--- config.mk ---
export PLATFORM = sky130hd
export DESIGN_NAME = input_debouncer_flat
export DESIGN_NICKNAME = d
export VERILOG_FILES = /design/src/rtl/input_debouncer_if.sv /design/src/rtl/input_debouncer.sv /design/src/flat_wrapper.sv
export SDC_FILE = /design/constraint.sdc
export NUM_CORES = 1
export LEC_CHECK = 0
export BUFFER_PORTS_ARGS = -buffer_cell sky130_fd_sc_hd__buf_4
export CORE_MARGIN = 4
export CORE_UTILIZATION = 25
export DETAILED_ROUTE_END_ITERATION = 10
export HOLD_SLACK_MARGIN = 0.08
export PLACE_DENSITY = 0.49
export SKIP_LAST_GASP = 1
export SLEW_MARGIN = 20
export SYNTH_ARGS = -nofsm -noshare
export SYNTH_HDL_FRONTEND = slang
export SYNTH_SLANG_ARGS = --single-unit
--- constraint.sdc ---
create_clock -name clock -period 3.9 [get_ports clock]
set_clock_uncertainty 0.15 [all_clocks]
set_input_delay 0.39 -clock clock [delete_from_list [all_inputs] [get_ports clock]]
set_output_delay 0.39 -clock clock [all_outputs]
set_load 0.01 [all_outputs]
--- src/rtl/input_debouncer_if.sv ---
// Signal bundle for input_debouncer: raw input and enable in, conditioned level,
// edge strobes and glitch count out.
interface input_debouncer_if #(
  parameter int unsigned GLITCH_W = 8
);
  logic                raw_in;
  logic                enable;
  logic                clean;
  logic                rise;
  logic                fall;
  logic [GLITCH_W-1:0] glitch_count;

  modport master (output raw_in, enable, input clean, rise, fall, glitch_count);
  modport slave  (input raw_in, enable, output clean, rise, fall, glitch_count);
endinterface

--- src/rtl/input_debouncer.sv ---
// Two-flop synchronizer followed by a stability-counting debounce FSM that feeds
// the sequence detector's serial input; counts aborted transitions for debug.
module input_debouncer #(
  parameter int unsigned STABLE_CYCLES = 4,
  parameter logic        RESET_LEVEL   = 1'b0,
  parameter int unsigned GLITCH_W      = 8
) (
  input logic             clock,
  input logic             reset,
  input_debouncer_if.slave bus
);
  localparam int unsigned   CW   = $clog2(STABLE_CYCLES);
  localparam logic [CW-1:0] LAST = CW'(STABLE_CYCLES - 1);

  typedef enum logic [1:0] {LOW, RISE_PEND, HIGH, FALL_PEND} state_t;

  state_t              state;
  logic                sync1;
  logic                sync2;
  logic [CW-1:0]       count;
  logic                clean_q;
  logic                rise_q;
  logic                fall_q;
  logic [GLITCH_W-1:0] glitch_q;

  // Synchronizer keeps shifting even while the filter is disabled.
  always_ff @(posedge clock or posedge reset) begin
    if (reset) begin
      sync1 <= RESET_LEVEL;
      sync2 <= RESET_LEVEL;
    end else begin
      sync1 <= bus.raw_in;
      sync2 <= sync1;
    end
  end

  always_ff @(posedge clock or posedge reset) begin
    if (reset) begin
      state    <= RESET_LEVEL ? HIGH : LOW;
      count    <= '0;
      clean_q  <= RESET_LEVEL;
      rise_q   <= 1'b0;
      fall_q   <= 1'b0;
      glitch_q <= '0;
    end else begin
      rise_q <= 1'b0;
      fall_q <= 1'b0;
      if (bus.enable) begin
        case (state)
          LOW: begin
            if (sync2) begin
              state <= RISE_PEND;
              count <= CW'(1);
            end else begin
              count <= '0;
            end
          end
          RISE_PEND: begin
            if (!sync2) begin
              state <= LOW;
              count <= '0;
              if (glitch_q != '1) glitch_q <= glitch_q + 1'b1;
            end else if (count == LAST) begin
              state   <= HIGH;
              clean_q <= 1'b1;
              rise_q  <= 1'b1;
              count   <= '0;
            end else begin
              count <= count + 1'b1;
            end
          end
          HIGH: begin
            if (!sync2) begin
              state <= FALL_PEND;
              count <= CW'(1);
            end else begin
              count <= '0;
            end
          end
          FALL_PEND: begin
            if (sync2) begin
              state <= HIGH;
              count <= '0;
              if (glitch_q != '1) glitch_q <= glitch_q + 1'b1;
            end else if (count == LAST) begin
              state   <= LOW;
              clean_q <= 1'b0;
              fall_q  <= 1'b1;
              count   <= '0;
            end else begin
              count <= count + 1'b1;
            end
          end
          default: state <= LOW;
        endcase
      end
    end
  end

  assign bus.clean        = clean_q;
  assign bus.rise         = rise_q;
  assign bus.fall         = fall_q;
  assign bus.glitch_count = glitch_q;
endmodule

--- src/flat_wrapper.sv ---
// flat-port wrapper written by rule: the top's interface ports become plain ports
module input_debouncer_flat 
#(
  parameter int unsigned STABLE_CYCLES = 4,
  parameter logic        RESET_LEVEL   = 1'b0,
  parameter int unsigned GLITCH_W      = 8
)
  (clock, reset, bus_raw_in, bus_enable, bus_clean, bus_rise, bus_fall, bus_glitch_count);
  input_debouncer_if #(.GLITCH_W(GLITCH_W)) bus_i ();
  input logic clock;
  input logic reset;
  input wire logic [$bits(bus_i.raw_in)-1:0] bus_raw_in;
  input wire logic [$bits(bus_i.enable)-1:0] bus_enable;
  output wire logic [$bits(bus_i.clean)-1:0] bus_clean;
  output wire logic [$bits(bus_i.rise)-1:0] bus_rise;
  output wire logic [$bits(bus_i.fall)-1:0] bus_fall;
  output wire logic [$bits(bus_i.glitch_count)-1:0] bus_glitch_count;
  assign bus_i.raw_in = bus_raw_in;
  assign bus_i.enable = bus_enable;
  assign bus_clean = bus_i.clean;
  assign bus_rise = bus_i.rise;
  assign bus_fall = bus_i.fall;
  assign bus_glitch_count = bus_i.glitch_count;
  input_debouncer #(.STABLE_CYCLES(STABLE_CYCLES), .RESET_LEVEL(RESET_LEVEL), .GLITCH_W(GLITCH_W)) u_core (.clock(clock), .reset(reset), .bus(bus_i));
endmodule
Word-level counts from Yosys, hierarchy flattened:

Index checks and enable logic that the tools add are counted.

* input port bits: 4
* output and inout bits: 11
* flip-flop bits (word level): 17
* word-level logic and storage cells: 59

* muxes and demuxes: 29
* add/sub/neg operators: 2
* equality and inequality tests: 15
* reduce and logical (&&, ||, !) cells: 5

Operators with widths (count)
* $mux W8: 3
* $mux W2: 9
* $pmux W2 S4: 2
* $pmux W8 S2: 1
* $mux W1: 13
* $ne A2 B1 Y1 const B: 5
* $add A8 B1 Y8 const B: 1
* $ne A8 B8 Y1 const B: 1
* $eq A2 B2 Y1 const B: 3
* $ne A2 B2 Y1 const B: 3
* $reduce_and A6 Y1: 1
* $reduce_and A5 Y1: 1
* $reduce_and A4 Y1: 1
* $ne A3 B1 Y1 const B: 1
* $ne A3 B3 Y1 const B: 1
* $add A2 B1 Y2 const B: 1
* $eq A2 B1 Y1 const B: 1
* $logic_not A2 Y1: 1
* $pmux W1 S2: 1
* $reduce_bool A2 Y1: 1

Logic depth before layout (Yosys ltp):

* depth in word-level cells: 5
* mapped depth: 5
* gate-level depth less buffers: 5

Worst setup path after synthesis:

No wires, ideal clock.

* path kind: register to register
* start point: register u_core.glitch_q[3] (netlist: u_core.bus.glitch_count[3])
* end point: register u_core.glitch_q[1] (netlist: u_core.bus.glitch_count[1])
* clock period less this slack: 1561 ps
* stages on the path, launching flop included: 5
* data required time: 3622 ps
* library setup time: 128 ps
* arrival: 1284 ps
* slack: 2339 ps
* path through: dfrtp_1 > and3_1 > nand3_1 > o21ai_2 > mux2_1

* cells in the longest elaborated chain, start to end: 4
* elaborated cells on any way between the ends: 5
* classes of those cells: eq/ne (1); mux (4)

RTL lines
* from (decl): line input_debouncer.sv:24 `logic [GLITCH_W-1:0] glitch_q;`
* from (signal assigned): line input_debouncer.sv:62 `if (glitch_q != '1) glitch_q <= glitch_q + 1'b1;`
* from (signal assigned): line input_debouncer.sv:84 `if (glitch_q != '1) glitch_q <= glitch_q + 1'b1;`
* $ne A8 B8 Y1 (*): line input_debouncer.sv:62, input_debouncer.sv:84
* $mux W8 (*)
* $mux W8 (on tied branches)
* $pmux W8 S2 (*)

Mark *: on every way between the ends. The rest lies on a longest branch, timed or not. The select of a mux whose other input is x is not followed.
A chain may end at the register's enable or synchronous reset.

==> metrics.md <==
| Metric | Value |
|---|---|
| Detailed placer's ending HPWL | `933 um` |
| Met1 Resource Use GR | `9.966%` |
| Data arrival time of the critical path | `approximately 1700 ps` |
| Clk buf depth | `2` |
| Worst setup EP type | `register` |
| Fraction of final layout cells sized beyond drive strength 1 | `26.74%` |
| Count of flip-flops with a built-in enable after synthesis | `0` |
| First-pass iteration count of the detailed router | `4` |
| Met2 track demand over resource in global routing | `10.52%` |
| H-Tree Level Count | `1` |
| Power per cell area | `between 500 and 600 mW/mm^2` |
| Via total after detailed routing | `506` |
| Number of max-cap violations | `0` |
| # setup viols final | `0` |
| Placeable Area | `0.002805 mm^2` |
| Routing usage on met3 | `approximately 4.7%` |
| Clk Latency, worst-skew pair | `~280 ps` |
| Most common cell in the netlist | `sky130_fd_sc_hd__dfrtp_1` |
| Crit Path Max Fanout | `6` |
| Maximum clock frequency | `603.2 MHz` |
| RSZ-0062 raised after global routing | `false` |
| Critical path class | `register to register` |
| CP required | `3920 ps` |
| Top area cells in the synthesized netlist | `sky130_fd_sc_hd__dfrtp_1 57%, sky130_fd_sc_hd__nand3_1 4.7%, sky130_fd_sc_hd__o21ai_0 4.7%` |
| Cell type with the highest aggregate area in the netlist | `sky130_fd_sc_hd__dfrtp_1` |
| Die Footprint | `0.003938 mm^2` |
| Number of pins exceeding their max-slew limit in the final report | `0` |
| Post-Synth Adder-Cell Area | `around 3.3%` |
| Number of routed nets with antenna violations | `0` |
| R2r worst-path depth | `4` |
| Maximum number of pins on one net before global-route repair | `18` |
| Worst-case hold path end point | `u_core.count[1]` |
| Part of the Yosys area used for sequential elements | `a little under three fifths` |
| Total gr overflow | `0` |
| Number of rows in the core area | `19` |
| Yosys cell types | `22` |
| Antenna cell count | `0` |
| Fraction of synthesized cell area taken by the top area cell type | `56.76%` |
| Per-instance average area after synthesis | `11.19 um^2` |
| Dominant register cell in the synthesized netlist | `sky130_fd_sc_hd__dfrtp_1` |
| CP startpoint kind | `register` |
| Antenna violations before repair | `0` |
| Worst-path clk slew | `90 ps` |
| Total GRT Usage | `under 10%` |
| Number of instances on the worst hold path | `2` |
| Die Span X | `62.75 um` |
| Tightest hold margin | `about 200 ps` |
| Average wire per cell in the routed design | `about 11 um` |
| Commonest cells in the netlist | `17 x sky130_fd_sc_hd__dfrtp_1, 7 x sky130_fd_sc_hd__nand2_1, 7 x sky130_fd_sc_hd__nand3_1, 7 x sky130_fd_sc_hd__o21ai_0` |
| Residual DRC count | `0` |
| Maximum VDD drop | `0.3237 mV` |
| Net count, final | `a little over 90` |
| Share of flip-flops with an asynchronous set or reset | `100.0%` |
| Input/output buffers | `14` |
| Source of the worst hold timing path | `bus_enable` |
| Xor-xnor portion of the synthesized cell area | `6.845%` |
| Final weighted congestion in routability-driven placement | `0.6982` |
| Total instance count after detailed placement | `111` |
| Area added between synthesis and finish | `24.71%` |
| TritonCTS clock tree | `done` |
| Global-route wire length before repair | `2359 um` |
| Initial Utilization | `26.72%` |
| Number of buffers created by CTS | `3` |
| Number of standard cells in the final layout excluding fillers | `117` |
| Pleak | `between 0.4 and 0.5 nW` |
| Crit Reg-Reg Endpoint | `u_core.bus.glitch_count[7]` |
| Yosys warnings | `0` |
| Resize count post-CTS | `0` |
| Vias in the first global route | `between 500 and 600` |
| DR iter-0 viols | `10` |
| Dominant combinational cell family by area after synthesis | `simple AND/OR/NAND/NOR gates` |
| Area taken by flip-flops and latches | `roughly 430 um^2` |
| I/O pin cnt | `15` |
| Result of the run | `completed` |
| Number of instances in the synthesized netlist | `67` |
| Number of nets in the synthesized netlist | `73` |
| Post-synthesis compound-gate area fraction | `8.347%` |
| Global route hottest layer | `met2` |
| Overall power consumption | `0.4790 mW` |
| Post-synthesis instance area | `749.5 um^2` |
| Number of endpoints with negative hold slack in the final report | `0` |
| Area used by multi-input combinational logic | `304.0 um^2` |
| Flip-flop and latch count after synthesis | `17` |
| Clock net sink count | `17` |
| Sum of routed wire length over all layers | `1248 um` |
| Floorplan die height | `around 63 um` |
| Post-synthesis simple-gate area fraction | `17.03%` |
| Avg Vias per Cell | `between 4 and 5` |
| # fillers | `286` |
| Slack of the worst reg-to-reg path | `2240 ps` |
| Share of synthesized area spent on multiplexers | `under 10%` |
| Root buffer cell | `sky130_fd_sc_hd__clkbuf_4` |
| Post-layout min period | `~1700 ps` |
| Slew of the pin with the lowest slew margin | `633.6 ps` |
| Tightest Hold Check Type | `input port to register` |
| Slew margin rel. | `57.71%` |
| Total negative slack for setup checks | `0 ps` |
| Fraction of the cycle the final worst path needs | `approximately 43%` |
-- registers in the layout, indices dropped and copies added, names as in the netlist, named ones only --
name / count
u_core.bus.glitch_count: 8
u_core.count: 2
u_core.bus.clean: 1
u_core.bus.fall: 1
u_core.bus.rise: 1
u_core.state: 1
u_core.sync1: 1
u_core.sync2: 1
-- metrics by stage --
step           area [um^2]  util [%]  setup WS, ps
2_1_floorplan        749.5         -          2339
3_3_place_gp         888.4     31.67          2268
3_5_place_dp         888.4     31.67          2254
4_1_cts              934.6     33.32          2237
5_1_grt              934.6     33.32          2151
6_report             934.6     33.32          2242
-- routing by layer --
layer	wire length [um]	part of all wire [%]
met5	0	0
met4	18	1.4
met3	98	7.9
met2	490	39
met1	641	51
-- timing repair --
action,in CTS,in global routing
hold buffers,2,0
setup buffers,0,0
hold endpoints to repair,18,0
-- area by class of cell --
class	instances	area share, %
well taps	31	4.150
inverters	4	1.606
clock buffers	4	2.811
flip-flops and latches	17	45.52
multi-input cells	45	32.53
repair buffers	16	13.39
-- where the power goes --
| group | switching [mW] | internal [mW] |
|---|---|---|
| clock network | 0.0507 | 0.0397 |
| registers | 0.0424 | 0.213 |
| logic | 0.0661 | 0.0671 |
-- cell usage in the layout, fill, tap and decap left out, types with 2 or more instances in the layout --
cell                            Yosys  layout
sky130_fd_sc_hd__xnor2_1            4       4
sky130_fd_sc_hd__buf_4              0      14
sky130_fd_sc_hd__nand2_1            7       7
sky130_fd_sc_hd__nor2_1             2       2
sky130_fd_sc_hd__dfrtp_1           17      17
sky130_fd_sc_hd__inv_1              4       4
sky130_fd_sc_hd__nand3_1            7       7
sky130_fd_sc_hd__nand4_1            2       2
sky130_fd_sc_hd__ha_1               2       2
sky130_fd_sc_hd__a21oi_1            2       2
sky130_fd_sc_hd__dlygate4sd3_1      0       2
sky130_fd_sc_hd__clkbuf_4           0       3
sky130_fd_sc_hd__nor3_2             2       2
sky130_fd_sc_hd__o21ai_0            7       7
-- worst max path at each step --
stage,startpoint,to,depth (start not counted)
after floorplan,u_core.bus.glitch_count[3],u_core.bus.glitch_count[1],4
after global placement,register,u_core.bus.glitch_count[7],4
after detailed placement,register,u_core.bus.glitch_count[7],4
after CTS,register,u_core.bus.glitch_count[7],4
after global routing,u_core.bus.glitch_count[0],u_core.bus.glitch_count[6],5
final,register,u_core.bus.glitch_count[7],4
-- logic make-up after synthesis --
logic type                 count (synthesis)
AOI/OAI and AO/OA                         11
xor gates and xnor gates                   5
and+or+nand+nor                           24
DFF                                       17
muxes                                      3
buffers and inverters                      5
adders and majority gates                  2
-- critical path: stages (launching register included) --
cell	delay (ps)
sky130_fd_sc_hd__dfrtp_1	450
sky130_fd_sc_hd__xor2_2	240
sky130_fd_sc_hd__nor3_2	270
sky130_fd_sc_hd__nand3_1	140
sky130_fd_sc_hd__mux2_4	310
Power figures use the tool's default switching activity.
